`config.mk`:
```
export PLATFORM = sky130hd
export DESIGN_NAME = count_display_driver
export DESIGN_NICKNAME = d
export VERILOG_FILES = /design/src/rtl/count_display_pkg.sv /design/src/rtl/count_display_bcd_to_7seg.sv /design/src/rtl/count_display_driver.sv
export SDC_FILE = /design/constraint.sdc
export NUM_CORES = 1
export LEC_CHECK = 0
export BUFFER_PORTS_ARGS = -buffer_cell sky130_fd_sc_hd__buf_4
export CELL_PAD_IN_SITES_DETAIL_PLACEMENT = 0
export CELL_PAD_IN_SITES_GLOBAL_PLACEMENT = 2
export CORE_MARGIN = 2
export CORE_UTILIZATION = 38
export DETAILED_ROUTE_END_ITERATION = 10
export GPL_TIMING_DRIVEN = 0
export PLACE_DENSITY = 0.9
export SYNTH_ARGS = -nofsm -noshare
export SYNTH_HDL_FRONTEND = slang
export SYNTH_HIERARCHICAL = 1
export SYNTH_SLANG_ARGS = --single-unit
```
`constraint.sdc`:
```
create_clock -name clock -period 2.2 [get_ports clock]
set_input_delay 0.44 -clock clock [delete_from_list [all_inputs] [get_ports clock]]
set_output_delay 0.44 -clock clock [all_outputs]
set_load 0.02 [all_outputs]
```
`src/rtl/count_display_pkg.sv`:
```
// Shared types and constants for the count display driver: FSM states,
// active-low 7-segment patterns and the BCD work-register width helper.
package count_display_pkg;

    typedef enum logic [1:0] {
        IDLE  = 2'd0,
        SHIFT = 2'd1,
        DONE  = 2'd2
    } state_e;

    // Segment order is {g,f,e,d,c,b,a}; a 0 lights the segment.
    localparam logic [6:0] SEG_BLANK = 7'h7F;
    localparam logic [6:0] SEG_0     = 7'b1000000;
    localparam logic [6:0] SEG_1     = 7'b1111001;
    localparam logic [6:0] SEG_2     = 7'b0100100;
    localparam logic [6:0] SEG_3     = 7'b0110000;
    localparam logic [6:0] SEG_4     = 7'b0011001;
    localparam logic [6:0] SEG_5     = 7'b0010010;
    localparam logic [6:0] SEG_6     = 7'b0000010;
    localparam logic [6:0] SEG_7     = 7'b1111000;
    localparam logic [6:0] SEG_8     = 7'b0000000;
    localparam logic [6:0] SEG_9     = 7'b0010000;

    function automatic int bcd_width(input int digits);
        return 4 * digits;
    endfunction

endpackage

```
`src/rtl/count_display_bcd_to_7seg.sv`:
```
// Combinational BCD nibble to active-low 7-segment decoder; non-decimal
// nibbles blank the digit.
module bcd_to_7seg
    import count_display_pkg::*;
(
    input  logic [3:0] nibble,
    output logic [6:0] seg
);

    always_comb begin
        seg = SEG_BLANK;
        case (nibble)
            4'd0:    seg = SEG_0;
            4'd1:    seg = SEG_1;
            4'd2:    seg = SEG_2;
            4'd3:    seg = SEG_3;
            4'd4:    seg = SEG_4;
            4'd5:    seg = SEG_5;
            4'd6:    seg = SEG_6;
            4'd7:    seg = SEG_7;
            4'd8:    seg = SEG_8;
            4'd9:    seg = SEG_9;
            default: seg = SEG_BLANK;
        endcase
    end

endmodule

```
`src/rtl/count_display_driver.sv`:
```
// Captures a binary count, converts it to BCD by sequential double-dabble and
// scans the digits onto a multiplexed 7-seg bank. Optional: LEADING_ZERO_BLANK_EN.
module count_display_driver
    import count_display_pkg::*;
#(
    parameter int N           = 6,
    parameter int DIGITS      = 2,
    parameter int REFRESH_DIV = 50000
) (
    input  logic              clock,
    input  logic              reset,
    input  logic [N-1:0]      count,
    input  logic              load,
    output logic              busy,
    output logic              valid,
    output logic [6:0]        seg,
    output logic [DIGITS-1:0] an,
    output state_e            dbg_state
);

    localparam int W  = bcd_width(DIGITS);
    localparam int CW = $clog2(N + 1);
    localparam int RW = (REFRESH_DIV > 1) ? $clog2(REFRESH_DIV) : 1;
    localparam int IW = (DIGITS > 1) ? $clog2(DIGITS) : 1;

    // Handshake: a load is accepted on any rising edge where load=1 and
    // busy=0; while busy=1 loads are dropped, never queued.

    state_e          state, state_n;
    logic [N-1:0]    shreg;
    logic [W-1:0]    work, work_adj;
    logic [CW-1:0]   bit_cnt;
    logic [W-1:0]    disp;
    logic [RW-1:0]   refresh_cnt;
    logic [IW-1:0]   idx;
    logic [3:0]      digit;
    logic            lz_blank;
    logic [6:0]      dec_seg;
    logic [DIGITS-1:0] an_n;

    assign busy      = (state != IDLE);
    assign dbg_state = state;

    always_ff @(posedge clock or negedge reset) begin
        if (!reset) state <= IDLE;
        else        state <= state_n;
    end

    always_comb begin
        state_n = state;
        case (state)
            IDLE:    if (load) state_n = SHIFT;
            SHIFT:   if (bit_cnt == CW'(N - 1)) state_n = DONE;
            DONE:    state_n = IDLE;
            default: state_n = IDLE;
        endcase
    end

    // Double-dabble correction applied before each shift.
    always_comb begin
        work_adj = work;
        for (int d = 0; d < DIGITS; d++) begin
            if (work[d*4 +: 4] >= 4'd5) work_adj[d*4 +: 4] = work[d*4 +: 4] + 4'd3;
        end
    end

    always_ff @(posedge clock or negedge reset) begin
        if (!reset) begin
            shreg   <= '0;
            work    <= '0;
            bit_cnt <= '0;
            disp    <= '0;
            valid   <= 1'b0;
        end else begin
            case (state)
                IDLE: begin
                    if (load) begin
                        shreg   <= count;
                        work    <= '0;
                        bit_cnt <= '0;
                    end
                end
                SHIFT: begin
                    {work, shreg} <= {work_adj, shreg} << 1;
                    bit_cnt       <= bit_cnt + 1'b1;
                end
                DONE: begin
                    disp  <= work;
                    valid <= 1'b1;
                end
                default: ;
            endcase
        end
    end

    // Digit scan runs free of the conversion FSM.
    always_ff @(posedge clock or negedge reset) begin
        if (!reset) begin
            refresh_cnt <= '0;
            idx         <= '0;
        end else if (refresh_cnt == RW'(REFRESH_DIV - 1)) begin
            refresh_cnt <= '0;
            idx         <= (idx == IW'(DIGITS - 1)) ? '0 : idx + 1'b1;
        end else begin
            refresh_cnt <= refresh_cnt + 1'b1;
        end
    end

    always_comb begin
        digit    = '0;
        lz_blank = 1'b0;
        an_n     = '1;
        for (int d = 0; d < DIGITS; d++) begin
            if (IW'(d) == idx) digit = disp[d*4 +: 4];
            an_n[d] = !(valid && (IW'(d) == idx));
        end
`ifdef LEADING_ZERO_BLANK_EN
        // Blank when this digit and all above it are zero; units never blank.
        lz_blank = (idx != '0);
        for (int d = 0; d < DIGITS; d++) begin
            if ((IW'(d) >= idx) && (disp[d*4 +: 4] != 4'd0)) lz_blank = 1'b0;
        end
`endif
    end

    bcd_to_7seg u_dec (
        .nibble (digit),
        .seg    (dec_seg)
    );

    always_ff @(posedge clock or negedge reset) begin
        if (!reset) begin
            seg <= SEG_BLANK;
            an  <= '1;
        end else begin
            seg <= (valid && !lz_blank) ? dec_seg : SEG_BLANK;
            an  <= an_n;
        end
    end

endmodule
```
==> impl_metrics.env <==
export IMPL_synth_area_per_cell_sq_um=10.4
export IMPL_vdd_ir_drop_worst_v=0.000702
export IMPL_slew_viol_final=0
export IMPL_grt_pass1_wl_um=8200
export IMPL_p_leak_nw=1.35
export IMPL_yosys_warnings=6
export IMPL_root_buffer="clkbuf_8"
export IMPL_cts_max_level=2
export IMPL_worst_pin_slew_ns=0.671
export IMPL_antenna_cells=0
export IMPL_final_setup_tns_ns=0
export IMPL_grt_max_degree=55
export IMPL_wire_per_inst_um=12.6
export IMPL_p_comb_share_pct=39.0
export IMPL_finalCritPeriodShare_pct=86.4
export IMPL_nNetsFinal=302
export IMPL_numCtsBuffers=5
export IMPL_ys_seq_area_share_pct=51.8
export IMPL_initial_core_util_pct=38.9
export IMPL_cp_max_fo=10
export IMPL_power_density_nw_per_um2=1190
export IMPL_regArea_sq_um=1360
export IMPL_cts_tree="built"
export IMPL_finalSetupViolations=0
export IMPL_p_clk_share_pct=18.2
export IMPL_portBuffers=21
export IMPL_ctsHoldBuffers=0
export IMPL_first_pass_iters=4
export IMPL_grtUsageMet1_pct=18.5
export IMPL_synthDistinctLibCells=33
export IMPL_ios=22
export IMPL_worst_slack_ns=0.299
export IMPL_coreArea_sq_um=6760
export IMPL_cp_data_required_time_ns=1.76
export IMPL_postCtsSetupBuffers=0
export IMPL_drt_initial_drc_count=75
export IMPL_ys_flop_type="dfrtp_1"
export IMPL_crit_type="reg -> out"
export IMPL_wl_um=4560
export IMPL_fin_worst_skew_ns=0.00570
export IMPL_via_per_inst=4.88
export IMPL_crit_chain="clkbuf_1 > or2_2 > buf_4"
export IMPL_syn_num_nets=274
export IMPL_top_usage_layer="met2"
export IMPL_synth_seq_cells=54
export IMPL_grt_pass1_vias=1780
export IMPL_final_cells=362
export IMPL_crit_slowest_cell="dfrtp_1"
export IMPL_dp_hpwl_um=3120
export IMPL_switching_share_pct=35.2
export IMPL_grtUsageMet2_pct=21.5
export IMPL_dieArea_sq_um=7600
export IMPL_syn_instance_count=253
export IMPL_met3_usage_pct=3.03
export IMPL_multi_input_comb_area_sq_um=1190
export IMPL_fmaxAchievable_mhz=526
export IMPL_period_minus_slack_ns=1.90
export IMPL_fill_cells=662
export IMPL_area_growth_pct=13.8
export IMPL_cp_end_kind="output port"
export IMPL_final_common_cell="dfrtp_1"
export IMPL_status="finished clean"
export IMPL_ant_nets=0
export IMPL_finalPower_mw=3.55
export IMPL_antenna_found_initial=0
export IMPL_gr_usage_all_layers_pct=13.5
export IMPL_switchingPower_mw=1.25
export IMPL_overflow=0
export IMPL_internal_power_mw=2.30
export IMPL_post_route_drc_count=0
export IMPL_clock_sinks=54
export IMPL_rows=30
export IMPL_max_stage_delay_ns=0.43
export IMPL_vias=1768
export IMPL_final_cell_mix="45 x dfrtp_1, 24 x o21ai_0, 21 x buf_4"
export IMPL_cp_start_kind="flip-flop"
export IMPL_fp_dieW_um=87.2
export IMPL_rsz0062_at_grt="false"
export IMPL_die_y_um=87.2
export IMPL_cts_resized=0
export IMPL_hold_class="in -> async"
export IMPL_clock_path_buffers=2
export IMPL_cp_arrival_ns=1.46
export IMPL_final_hold_viol_count=0
export IMPL_maxCapViolCount=0
export IMPL_synth_area_sq_um=2630
export IMPL_cts_clk_slew_worst_paths_ns=0.10
export IMPL_p_seq_share_pct=42.8
export IMPL_preCtsSetupSlack_ns=0.305
export IMPL_globalplace_congestion=0.776
export IMPL_synth_edf_count=0
export IMPL_layout_drive_gt1_share_pct=18.1
export IMPL_max_slew_margin_pct=55.3
export IMPL_insertion_delay_ns=0.30
export IMPL_placedCellCount=354
export IMPL_async_flop_share_pct=100
worst max-delay path, delay by kind of cell (launching register included):
kind	cells	cell delay (ns)
buf+inv	2	0.40
flops	1	0.43
simple gates	1	0.33
final timing paths:
check                                               from                  endpoint  slack, ns  depth (start not counted)
worst min-delay path                               reset  refresh_cnt[9]$_DFF_PN0_       0.16                          1
worst min register to register       disp[5]$_DFFE_PN0N_       disp[5]$_DFFE_PN0N_       0.49                          2
worst max register to register           idx$_DFFE_PN0N_          seg[1]$_DFF_PN1_       0.30                          7
max in group asynchronous                          reset  dbg_state[0]$_DFFE_PN0P_       1.58                          1
worst max-delay path            dbg_state[1]$_DFFE_PN0P_                      busy       0.30                          3
min in group clock                              count[2]      shreg[2]$_DFFE_PN0P_       0.42                          3
synthesized netlist by cell type (2+ instances only):
cell / count / share of area, %
dfstp_2: 9 / 9.0
xnor2_1: 10 / 3.3
xor2_1: 8 / 2.7
a31oi_1: 2 / 0.48
o21ai_0: 24 / 4.6
nand3_1: 10 / 1.9
a21oi_1: 10 / 1.9
and3_1: 2 / 0.48
nor2b_1: 9 / 2.1
mux2_2: 9 / 3.9
nand2b_1: 18 / 4.3
nand2_1: 17 / 2.4
inv_1: 11 / 1.6
nor3_1: 6 / 1.1
nor2_1: 18 / 2.6
nand4_1: 4 / 0.95
dfrtp_1: 45 / 43
a22o_1: 3 / 1.0
mux2i_1: 2 / 0.76
clkbuf_1: 6 / 0.86
ha_1: 12 / 5.7
nor4_1: 3 / 0.71
a22oi_1: 5 / 1.4
cell type report:
cell class | count | share of cell area [%]
Sequential cell | 54 | 45.5
Multi-Input combinational cell | 180 | 39.7
Timing Repair Buffer | 21 | 5.27
Tap cell | 80 | 3.34
Clock buffer | 7 | 2.55
Inverter | 11 | 1.38
Buffer | 8 | 1.30
Clock inverter | 1 | 1.00
stage by stage:
step	hold slack [ns]	utilization, %	cell area [sq um]
after global routing	0.198	44.3	2990
after detailed placement	0.469	42.7	2890
after CTS	0.190	44.3	2990
final	0.159	44.3	2990
after floorplan	0.144	-	2630
after global placement	0.464	42.7	2890
per-layer routing:
metal  share of wire (%)  vias to the layer above  wire length, um
met2                  45                       26             2060
met4                0.74                        0               34
met5                   0                        -                0
met3                 3.2                        2              146
li1                    -                      917                -
met1                  51                      823             2320
registers in the layout, indices dropped and copies added, names as in the netlist:
register     flops
an               2
bit_cnt          3
dbg_state        2
disp             8
idx              1
refresh_cnt     16
seg              7
shreg            6
valid            1
work             8
cell families after synthesis:
| logic type | after synthesis | synth area share, % |
|---|---|---|
| fa+ha+maj | 12 | 5.71 |
| buf+inv | 19 | 3.04 |
| compound gates | 47 | 10.3 |
| simple gates | 92 | 18.6 |
| flops | 54 | 51.8 |
| xor+xnor | 18 | 5.99 |
| mux | 11 | 4.61 |
power by group through the flow:
stage                     combinational, mW  sequential [mW]  clock [mW]
after floorplan                       0.928             1.61           0
after global placement                 1.37             1.54           0
after detailed placement               1.40             1.55           0
after CTS                              1.41             1.52       0.681
after global routing                   1.60             1.57       0.729
final                                  1.38             1.52       0.647
Note: power is estimated with default switching activity, not from simulation.
